<file path="src/rtl/alu_pkg.sv">
// Shared types and constants for the ALU result-side logic.
package alu_pkg;

  typedef enum logic [1:0] {
    IDLE  = 2'd0,
    HOLD  = 2'd1,
    FIXUP = 2'd2
  } alu_result_state_t;

  localparam int ALU_DATA_WIDTH        = 8;
  localparam int FIXUP_TIMEOUT_DEFAULT = 4;

endpackage

</file>
<file path="src/rtl/alu_result_register.sv">
// ALU output hold register: captures adder result/carry/overflow, drives the
// system and ADL buses on request, and tracks indexed-address page crossings.
module alu_result_register
  import alu_pkg::*;
#(
  parameter int DATA_WIDTH    = ALU_DATA_WIDTH,
  parameter int FIXUP_TIMEOUT = FIXUP_TIMEOUT_DEFAULT
) (
  input  logic                  clk_IN,
  input  logic                  reset_N_IN,
  input  logic [DATA_WIDTH-1:0] aluResult_IN,
  input  logic                  carry_IN,
  input  logic                  overflow_IN,
  input  logic                  load_EN,
  input  logic                  addrMode_IN,
  input  logic                  clear_EN,
  input  logic                  systemBus_EN,
  input  logic                  adlBus_EN,
  input  logic                  pageCross_ACK,
  output logic [DATA_WIDTH-1:0] result_REG_OUT,
  output logic [DATA_WIDTH-1:0] systemBus_OUT,
  output logic                  systemBus_DRIVE,
  output logic [DATA_WIDTH-1:0] adlBus_OUT,
  output logic                  adlBus_DRIVE,
  output logic                  carry_OUT,
  output logic                  overflow_OUT,
  output logic                  valid_OUT,
  output logic                  pageCross_REQ,
  output logic                  loadDropped_OUT,
  output logic                  fixupTimeout_OUT
);

  localparam logic [7:0] TIMEOUT_LIMIT = 8'(FIXUP_TIMEOUT);

  alu_result_state_t     state_q, state_d;
  logic [DATA_WIDTH-1:0] result_q, result_d;
  logic                  carry_q, carry_d;
  logic                  overflow_q, overflow_d;
  logic [7:0]            cnt_q, cnt_d;
  logic                  drop_q, drop_d;
  logic                  tmo_q, tmo_d;
  logic                  capture;
  logic                  valid;

  always_ff @(posedge clk_IN or negedge reset_N_IN) begin
    if (!reset_N_IN) begin
      state_q    <= IDLE;
      result_q   <= '0;
      carry_q    <= 1'b0;
      overflow_q <= 1'b0;
      cnt_q      <= '0;
      drop_q     <= 1'b0;
      tmo_q      <= 1'b0;
    end else begin
      state_q    <= state_d;
      result_q   <= result_d;
      carry_q    <= carry_d;
      overflow_q <= overflow_d;
      cnt_q      <= cnt_d;
      drop_q     <= drop_d;
      tmo_q      <= tmo_d;
    end
  end

  always_comb begin
    state_d    = state_q;
    result_d   = result_q;
    carry_d    = carry_q;
    overflow_d = overflow_q;
    cnt_d      = cnt_q;
    drop_d     = drop_q;
    tmo_d      = tmo_q;
    capture    = 1'b0;
    if (clear_EN) begin
      // Clear invalidates but keeps the last result visible on result_REG_OUT.
      state_d = IDLE;
      cnt_d   = '0;
      drop_d  = 1'b0;
      tmo_d   = 1'b0;
    end else if (state_q == FIXUP) begin
      if (pageCross_ACK) begin
        state_d = HOLD;
        cnt_d   = '0;
        capture = load_EN;
      end else begin
        drop_d = drop_q | load_EN;
        if (cnt_q + 8'd1 == TIMEOUT_LIMIT) begin
          state_d = HOLD;
          cnt_d   = '0;
          tmo_d   = 1'b1;
        end else begin
          cnt_d = cnt_q + 8'd1;
        end
      end
    end else if (load_EN) begin
      capture = 1'b1;
    end
    if (capture) begin
      result_d   = aluResult_IN;
      carry_d    = carry_IN;
      overflow_d = overflow_IN;
      state_d    = (addrMode_IN & carry_IN) ? FIXUP : HOLD;
      cnt_d      = '0;
    end
  end

  // Bus drive is combinational so the held byte reaches the bus in the request cycle.
  always_comb begin
    valid            = (state_q != IDLE);
    valid_OUT        = valid;
    pageCross_REQ    = (state_q == FIXUP);
    result_REG_OUT   = result_q;
    carry_OUT        = carry_q;
    overflow_OUT     = overflow_q;
    loadDropped_OUT  = drop_q;
    fixupTimeout_OUT = tmo_q;
    systemBus_DRIVE  = systemBus_EN & valid;
    adlBus_DRIVE     = adlBus_EN & valid;
    systemBus_OUT    = systemBus_DRIVE ? result_q : '0;
    adlBus_OUT       = adlBus_DRIVE ? result_q : '0;
  end

endmodule

</file>
<file path="config.mk">
export PLATFORM = sky130hd
export DESIGN_NAME = alu_result_register
export DESIGN_NICKNAME = d
export VERILOG_FILES = /design/src/rtl/alu_pkg.sv /design/src/rtl/alu_result_register.sv
export SDC_FILE = /design/constraint.sdc
export NUM_CORES = 1
export LEC_CHECK = 0
export CAP_MARGIN = 20
export CORE_UTILIZATION = 35
export DETAILED_ROUTE_END_ITERATION = 8
export GPL_ROUTABILITY_DRIVEN = 0
export PLACE_DENSITY = 0.71
export SETUP_SLACK_MARGIN = 0.2
export SLEW_MARGIN = 5
export SYNTH_ARGS = -nofsm -noshare
export SYNTH_HDL_FRONTEND = slang
export SYNTH_SLANG_ARGS = --single-unit
export TNS_END_PERCENT = 20
</file>
<file path="constraint.sdc">
create_clock -name clk_IN -period 1.5 [get_ports clk_IN]
set_input_delay 0.3 -clock clk_IN [delete_from_list [all_inputs] [get_ports clk_IN]]
set_output_delay 0.3 -clock clk_IN [all_outputs]
set_load 0.05 [all_outputs]
</file>
==> flow_metrics.env, run 1 <==
export IMPL_synthDistinctLibCells=34
export IMPL_port_buffers=49
export IMPL_hpwl_um=2590
export IMPL_path_buf_inv=2
export IMPL_dp_cells=215
export IMPL_num_vias=1207
export IMPL_cp_max_fo=5
export IMPL_rows=20
export IMPL_wirelength_um=4040
export IMPL_syn_avg_cell_area_um2=10.4
export IMPL_dr_pass1_iters=4
export IMPL_multiInputGateArea_um2=759
export IMPL_ys_flop_type="dfrtp_1"
export IMPL_status="finished with violations"
export IMPL_fillers=165
export IMPL_drc=0
export IMPL_ys_seq_area_frac=0.479
export IMPL_finalPower_mw=2.03
export IMPL_end_kind="primary output"
export IMPL_synth_area_um2=1150
export IMPL_track_usage=0.251
export IMPL_layout_commonest_cell="buf_12"
export IMPL_drive_gt1_frac=0.580
export IMPL_clock_path_buffers=2
export IMPL_wl_per_cell_um=18.0
export IMPL_cts_tree="yes"
export IMPL_cp_required_ps=1200
export IMPL_synth_async_reset_ratio=1.00
export IMPL_violations="negative setup slack"
export IMPL_die_width_um=59.3
export IMPL_clkSinkCount=22
export IMPL_grt_pass1_wl_um=6480
export IMPL_fin_cells=225
export IMPL_crit_arrival_ps=1470
export IMPL_cp_start_kind="flip-flop"
export IMPL_grt_max_degree=23
export IMPL_max_freq_ghz=0.564
export IMPL_finalHoldViolations=0
export IMPL_worst_path_dominant_cell_family="simple AND/OR/NAND/NOR gates"
export IMPL_final_cell_mix="buf_12 (33), dfrtp_1 (21), and3_4 (16), clkdlybuf4s50_1 (16), buf_4 (12)"
export IMPL_cts_hold_buf=0
export IMPL_coreArea_um2=3080
export IMPL_maxCapViolations=0
export IMPL_setup_viol=35
export IMPL_grt_pass1_vias=1273
export IMPL_grt_overflow=0
export IMPL_fin_nets=201
export IMPL_skew_ps=4.59
export IMPL_crit_path_cell_trace="or2_4, buf_6, and3_4, buf_12"
export IMPL_drt_iter0_drc=22
export IMPL_drtAntennaViolNets=0
export IMPL_cts_max_level=1
export IMPL_syn_to_final_growth_pct=113
export IMPL_preCtsSetupSlack_ps=-303
export IMPL_slowest_delay_ps=410
export IMPL_root_buffer="clkbuf_4"
export IMPL_max_slew_margin=0.758
export IMPL_cts_made_buffers=3
export IMPL_critPathKind="flip-flop to primary output"
export IMPL_vdd_drop_max_v=0.000594
export IMPL_rsz0062_at_grt="yes"
export IMPL_tightestPinTransition_ps=362
export IMPL_slowest_stage="dfrtp_1"
export IMPL_clk_pin_slew_ps=120
export IMPL_ios=50
export IMPL_start_util=0.373
export IMPL_die_area_um2=3510
export IMPL_clock_latency_ps=310
export IMPL_synthCells=110
export IMPL_synth_seq_cells=22
export IMPL_die_h_um=59.3
export IMPL_yosysWarnings=0
export IMPL_avgViaCountPerCell=5.36
export IMPL_diodes=0
export IMPL_finalCriticalPeriod_ps=1770
export IMPL_hp_class="input port to async pin"
export IMPL_drv_slew=0
export IMPL_regArea_um2=552
export IMPL_fin_ws_ps=-274
export IMPL_antenna_found_initial=0
export IMPL_powerDensity_nw_per_um2=833
export IMPL_finalCritPeriodShare=1.18
export IMPL_p_leak_nw=1.05
export IMPL_synth_edf_count=0
export IMPL_syn_nets=129
## cell usage after synthesis (2+ instances only)
cell type	instances	area share
nand2b_1	3	0.016
nand3_1	2	0.0087
dfrtp_1	22	0.48
mux2_2	10	0.098
nor3_1	4	0.017
nand2_1	6	0.020
or3_1	2	0.011
clkbuf_1	2	0.0065
and3_1	18	0.098
and2_1	2	0.011
a31oi_1	2	0.011
o21ai_0	7	0.030
inv_1	4	0.013
nor2_1	5	0.016
o21bai_1	2	0.013
## sequential cells by signal, summed over array words and instances, names as in the netlist
| name | count |
|---|---|
| cnt_q | 8 |
| loadDropped_OUT | 1 |
| result_REG_OUT | 8 |
| carry_OUT | 1 |
| overflow_OUT | 1 |
| state_q | 2 |
| fixupTimeout_OUT | 1 |
## stage by stage
stage / utilization / area, um^2 / hold slack (ps) / setup TNS [ps]
2_1_floorplan: - / 1240 / 4.41 / 0
3_3_place_gp: 0.706 / 2170 / 502 / -5320
3_5_place_dp: 0.706 / 2170 / 535 / -6910
4_1_cts: 0.780 / 2400 / 326 / -5330
5_1_grt: 0.793 / 2440 / 378 / -7480
6_report: 0.793 / 2440 / 319 / -5610
## worst paths after layout
kind	from	endpoint	slack, ps	cells after the start
hold reg to reg	cnt_q[7]	cnt_q[7]	580	2
hold / removal	reset_N_IN	cnt_q[3]	320	2
max in group asynchronous	reset_N_IN	state_q[1]	930	2
setup / recovery	state_q[0]	systemBus_OUT[1]	-270	4
min in group clk_IN	cnt_q[7]	cnt_q[7]	580	2
setup reg to reg	state_q[0]	cnt_q[2]	-90	5
## logic make-up (layout without fill, tap and decap cells)
family | after synthesis | in the layout | synth area share
AO/OA/AOI/OAI | 19 | 19 | 0.113
XOR/XNOR | 2 | 2 | 0.0153
adder cells (fa/ha/maj) | 1 | 1 | 0.0109
buffers and inverters | 8 | 79 | 0.0359
flip-flops | 22 | 22 | 0.479
multiplexers | 10 | 10 | 0.0980
AND/OR/NAND/NOR | 48 | 48 | 0.247
## power breakdown
| part | internal (mW) | switching, mW | total (mW) |
|---|---|---|---|
| combinational | 0.517 | 0.468 | 0.985 |
| sequential | 0.641 | 0.0799 | 0.721 |
| clock | 0.148 | 0.180 | 0.328 |
## routing by layer
metal / up-vias / GRT usage / routed length [um] / part of all wire
met5: - / 0 / 0 / 0
met1: 605 / 0.292 / 1600 / 0.39
met2: 55 / 0.480 / 2180 / 0.54
met4: 0 / 0.0612 / 40 / 0.0099
li1: 541 / - / - / -
met3: 6 / 0.0328 / 229 / 0.057
## timing repair
| action | 4_1_cts | 5_1_grt |
|---|---|---|
| pin swaps | 12 | 4 |
| gates cloned | 0 | 0 |
| setup endpoints to repair | 41 | 42 |
| resized for setup | 40 | 9 |
| setup buffers | 6 | 0 |
## cell type report
| cell class | instances | area share |
|---|---|---|
| tap | 44 | 0.0225 |
| inverter | 4 | 0.00768 |
| timing repair buffer | 71 | 0.418 |
| multi-input combinational | 80 | 0.311 |
| sequential | 22 | 0.226 |
| clock buffer | 4 | 0.0149 |
## worst register-to-register path, stage by stage (launching register included)
cell	delay, ps
dfrtp_1	410
buf_6	130
nand2b_4	160
a211o_1	280
or3_1	400
o2bb2ai_1	140
(Power assumes the default switching activity.)
==> run 2: changes to the inputs <==
--- a/config.mk
+++ b/config.mk
@@ -6,6 +6,7 @@
 export NUM_CORES = 1
 export LEC_CHECK = 0
 export CAP_MARGIN = 20
+export CORE_MARGIN = 2
 export CORE_UTILIZATION = 35
 export DETAILED_ROUTE_END_ITERATION = 8
 export GPL_ROUTABILITY_DRIVEN = 0
==> constraint.sdc (replaced) <==
create_clock -name clk_IN -period 1.5 [get_ports clk_IN]
set_input_delay 0.45 -clock clk_IN [delete_from_list [all_inputs] [get_ports clk_IN]]
set_output_delay 0.45 -clock clk_IN [all_outputs]
set_load 0.05 [all_outputs]
==> run 2 against run 1 <==
Maximum frequency fell by 4.5%. Routed wire length fell by 4.0%. Critical path type unchanged. Clock skew rose by 5.5 ps. Register-to-register slack got worse by 140 ps. Flip-flop and latch count did not move. First-iteration DRC count rose by 9.1%. Cell area fell by 0.77%. The run still ends with negative setup slack left. Final cell count rose by 1.8%. Global-route usage fell by 4.2 points. Highest routed layer unchanged. Worst setup slack got worse by 83 ps. Sequential power barely moved.
==> flow_metrics.env, run 2 (synthesis results as in run 1) <==
export IMPL_powerDensity_nw_per_um2=825
export IMPL_cp_start_kind="flip-flop"
export IMPL_r2r_end="cnt_q[5]"
export IMPL_rsz0062_at_grt="yes"
export IMPL_path_buf_inv=1
export IMPL_wirelength_um=3880
export IMPL_antenna_found_initial=0
export IMPL_preCtsSetupSlack_ps=-527
export IMPL_setup_viol=40
export IMPL_coreArea_um2=3080
export IMPL_worst_path_dominant_cell_family="simple AND/OR/NAND/NOR gates"
export IMPL_cts_hold_buf=0
export IMPL_crit_path_cell_trace="or2_4, and3_4, buf_12"
export IMPL_fin_ws_ps=-358
export IMPL_clock_path_buffers=2
export IMPL_p_leak_nw=1.06
export IMPL_finalHoldViolations=0
export IMPL_utilization=0.787
export IMPL_avgViaCountPerCell=5.28
export IMPL_drv_slew=0
export IMPL_finalCriticalPeriod_ps=1860
export IMPL_tightestPinTransition_ps=370
export IMPL_regArea_um2=552
export IMPL_crit_arrival_ps=1410
export IMPL_maxCapViolations=0
export IMPL_die_area_um2=3760
export IMPL_wl_per_cell_um=16.9
export IMPL_track_usage=0.209
export IMPL_layout_commonest_cell="buf_12"
export IMPL_grt_pass1_wl_um=5780
export IMPL_clock_latency_ps=310
export IMPL_drtAntennaViolNets=0
export IMPL_fin_nets=205
export IMPL_port_buffers=49
export IMPL_cp_required_ps=1050
export IMPL_rows=20
export IMPL_clkSinkCount=22
export IMPL_rr_startpoint="state_q[0]"
export IMPL_fin_cells=229
export IMPL_end_kind="primary output"
export IMPL_rrSetupSlack_ps=-230
export IMPL_slowest_stage="dfrtp_2"
export IMPL_drt_iter0_drc=24
export IMPL_multiInputGateArea_um2=761
export IMPL_drive_gt1_frac=0.578
export IMPL_die_h_um=61.3
export IMPL_slowest_delay_ps=470
export IMPL_final_area_um2=2420
export IMPL_cts_max_level=1
export IMPL_drc=0
export IMPL_max_freq_ghz=0.538
export IMPL_cp_startpoint="state_q[0]"
export IMPL_ios=50
export IMPL_whs_ps=471
export IMPL_hpwl_um=2640
export IMPL_status="finished with violations"
export IMPL_die_width_um=61.3
export IMPL_vdd_drop_max_v=0.000576
export IMPL_finalPower_mw=2.00
export IMPL_grt_overflow=0
export IMPL_grt_max_degree=23
export IMPL_hp_class="input port to async pin"
export IMPL_violations="negative setup slack"
export IMPL_diodes=0
export IMPL_fillers=191
export IMPL_cts_made_buffers=3
export IMPL_clk_pin_slew_ps=130
export IMPL_final_cell_mix="buf_12 (31), dfrtp_1 (21), buf_4 (18)"
export IMPL_root_buffer="clkbuf_4"
export IMPL_rr_worst_depth=6
export IMPL_max_slew_margin=0.752
export IMPL_finalCritPeriodShare=1.24
export IMPL_dr_pass1_iters=4
export IMPL_cts_tree="yes"
export IMPL_syn_to_final_growth_pct=111
export IMPL_grt_pass1_vias=1225
export IMPL_finalSetupTns_ps=-9740
export IMPL_skew_ps=10.1
export IMPL_cp_max_fo=5
export IMPL_dpl_cell_area_um2=2190
export IMPL_start_util=0.373
export IMPL_critPathKind="flip-flop to primary output"
export IMPL_dp_cells=219
export IMPL_num_vias=1209
## run 2: timing repair
action | CTS | global route
pin swaps | 8 | 3
gates cloned | 2 | 0
buffers inserted | 4 | 0
setup endpoints to repair | 53 | 53
resized for setup | 38 | 10
## run 2: worst register-to-register path, stage by stage, from the launching register on
cell and delay, ps:
dfrtp_2 470, buf_4 150, buf_4 130, or4b_4 550, a31oi_1 190, o21ai_1 100
o41ai_2 60
## run 2: cell type report
cell class | count | area share
clock buffers | 4 | 0.0150
inverters | 4 | 0.00774
multi-input cells | 82 | 0.314
flip-flops and latches | 22 | 0.228
well taps | 44 | 0.0227
repair buffers | 73 | 0.413
## run 2: how the worst max path moves through the flow
| stage | end | cells past startpoint |
|---|---|---|
| 2_1_floorplan | adlBus_OUT[0] | 4 |
| 3_3_place_gp | cnt_q[5] | 5 |
| 3_5_place_dp | carry_OUT | 5 |
| 4_1_cts | systemBus_OUT[1] | 3 |
| 5_1_grt | systemBus_OUT[6] | 3 |
| 6_report | systemBus_OUT[6] | 3 |
## run 2: power breakdown
group / total [mW] / internal (mW) / switching (mW)
registers: 0.718 / 0.642 / 0.0761
clock network: 0.329 / 0.148 / 0.181
logic: 0.952 / 0.495 / 0.457
## run 2: routing by layer
layer | vias to the layer above | global-route usage | routed length [um]
met5 | - | 0 | 0
li1 | 555 | - | -
met4 | 0 | 0.0621 | 82
met1 | 583 | 0.238 | 1530
met3 | 11 | 0.0399 | 219
met2 | 60 | 0.392 | 2040
==> run 3: changes to the inputs <==
==> constraint.sdc (replaced) <==
create_clock -name clk_IN -period 1.7 [get_ports clk_IN]
set_input_delay 0.51 -clock clk_IN [delete_from_list [all_inputs] [get_ports clk_IN]]
set_output_delay 0.51 -clock clk_IN [all_outputs]
set_load 0.05 [all_outputs]
==> run 3 against run 2 <==
The run still ends with negative setup slack left. Global-route usage shrank 1.4 points. Worst hold slack gained 38 ps. Sequential share of layout area grew 1.1 points.
==> flow_metrics.env, run 3 (synthesis results as in run 1) <==
export IMPL_rows=20
export IMPL_rr_worst_depth=5
export IMPL_drtAntennaViolNets=0
export IMPL_drc=0
export IMPL_cts_hold_buf=0
export IMPL_die_area_um2=3760
export IMPL_crit_arrival_ps=1410
export IMPL_layout_commonest_cell="buf_12"
export IMPL_setup_viol=20
export IMPL_hp_class="input port to async pin"
export IMPL_slowest_stage="dfrtp_1"
export IMPL_rsz0062_at_grt="yes"
export IMPL_cp_start_kind="flip-flop"
export IMPL_critPathKind="flip-flop to primary output"
export IMPL_grt_max_degree=23
export IMPL_whs_ps=508
export IMPL_die_width_um=61.3
export IMPL_cp_max_fo=5
export IMPL_vdd_drop_max_v=0.000523
export IMPL_num_vias=1139
export IMPL_antenna_found_initial=0
export IMPL_maxCapViolations=0
export IMPL_cts_made_buffers=3
export IMPL_clock_path_buffers=2
export IMPL_r2r_end="cnt_q[5]"
export IMPL_drt_iter0_drc=24
export IMPL_clkSinkCount=22
export IMPL_p_leak_nw=1.00
export IMPL_grt_overflow=0
export IMPL_finalCriticalPeriod_ps=1920
export IMPL_start_util=0.373
export IMPL_diodes=0
export IMPL_utilization=0.757
export IMPL_avgViaCountPerCell=5.18
export IMPL_drive_gt1_frac=0.574
export IMPL_fin_ws_ps=-220
export IMPL_crit_path_cell_trace="or2_4, and3_4, buf_12"
export IMPL_dr_pass1_iters=4
export IMPL_powerDensity_nw_per_um2=788
export IMPL_finalSetupTns_ps=-3810
export IMPL_violations="negative setup slack"
export IMPL_max_freq_ghz=0.521
export IMPL_rr_startpoint="state_q[0]"
export IMPL_hpwl_um=2440
export IMPL_cts_tree="yes"
export IMPL_syn_to_final_growth_pct=103
export IMPL_clock_latency_ps=320
export IMPL_final_cell_mix="buf_12 (31), dfrtp_1 (18), and3_4 (16)"
export IMPL_finalCritPeriodShare=1.13
export IMPL_ios=50
export IMPL_grt_pass1_wl_um=5310
export IMPL_tightestPinTransition_ps=329
export IMPL_grt_pass1_vias=1152
export IMPL_port_buffers=49
export IMPL_rrSetupSlack_ps=10
export IMPL_status="finished with violations"
export IMPL_max_slew_margin=0.781
export IMPL_drv_slew=0
export IMPL_track_usage=0.195
export IMPL_wl_per_cell_um=15.6
export IMPL_skew_ps=11.0
export IMPL_slowest_delay_ps=450
export IMPL_end_kind="primary output"
export IMPL_wirelength_um=3430
export IMPL_clk_pin_slew_ps=130
export IMPL_cts_max_level=1
export IMPL_fin_nets=196
export IMPL_root_buffer="clkbuf_4"
export IMPL_die_h_um=61.3
export IMPL_cp_required_ps=1190
export IMPL_coreArea_um2=3080
export IMPL_finalHoldViolations=0
run 3: cell count changes in the layout (fill, tap and decap cells not counted), sizes merged:
cell           delta
bufinv            +1
buf               -9
clkbuf            -1
clkdlybuf4s50     -2
dlymetal6s2s      +2
clkinvlp          -1
inv               +1
run 3: repair_timing:
| item | 4_1_cts | 5_1_grt |
|---|---|---|
| pin swaps | 7 | 7 |
| setup endpoints to repair | 41 | 44 |
| resized for setup | 27 | 11 |
| endpoints found under the hold margin | 0 | 0 |
| setup buffers | 1 | 0 |
| gates cloned | 3 | 0 |
run 3: critical path: cells and delay by family (launching register included):
kind	cells	cell delay, ps
and+or+nand+nor	2	500
DFF	1	450
buffers and inverters	1	140
run 3: through the flow:
stage	area, um^2	worst slack [ps]	std cells	power [mW]
floorplan	1230	30.9	110	0.995
global placement	2130	-291	212	1.39
detailed placement	2130	-353	212	1.40
CTS	2290	-220	220	1.84
global route	2330	-264	220	1.90
finish	2330	-220	220	1.83
run 3: worst max-delay path by stage:
stage                     from  slack, ps          endpoint  cells past startpoint
finish              state_q[1]       -220  systemBus_OUT[3]                      3
global route        state_q[1]       -260  systemBus_OUT[3]                      3
CTS                 state_q[1]       -220  systemBus_OUT[4]                      3
detailed placement     load_EN       -350         carry_OUT                      4
global placement      clear_EN       -290          cnt_q[2]                      6
floorplan           state_q[0]         30     adlBus_OUT[0]                      4
run 3: power by group:
part	internal (mW)	switching, mW
Clock	0.239	0.167
Combinational	0.405	0.391
Sequential	0.568	0.0650
Total	1.21	0.622
run 3: final cells by class:
type                    count  area [um^2]
fillers                   193          749
clock buffers               3         22.5
flip-flops and latches     22          556
repair buffers             64          923
clock inverters             1         30.0
well taps                  44         55.1
inverters                   4         15.0
multi-input cells          82          727
run 3: routing by layer:
metal,vias up,global-route usage,part of all wire
met4,0,0.0932,0.023
met2,55,0.356,0.51
met5,-,0,0
met1,541,0.222,0.39
met3,8,0.0252,0.074
li1,535,-,-
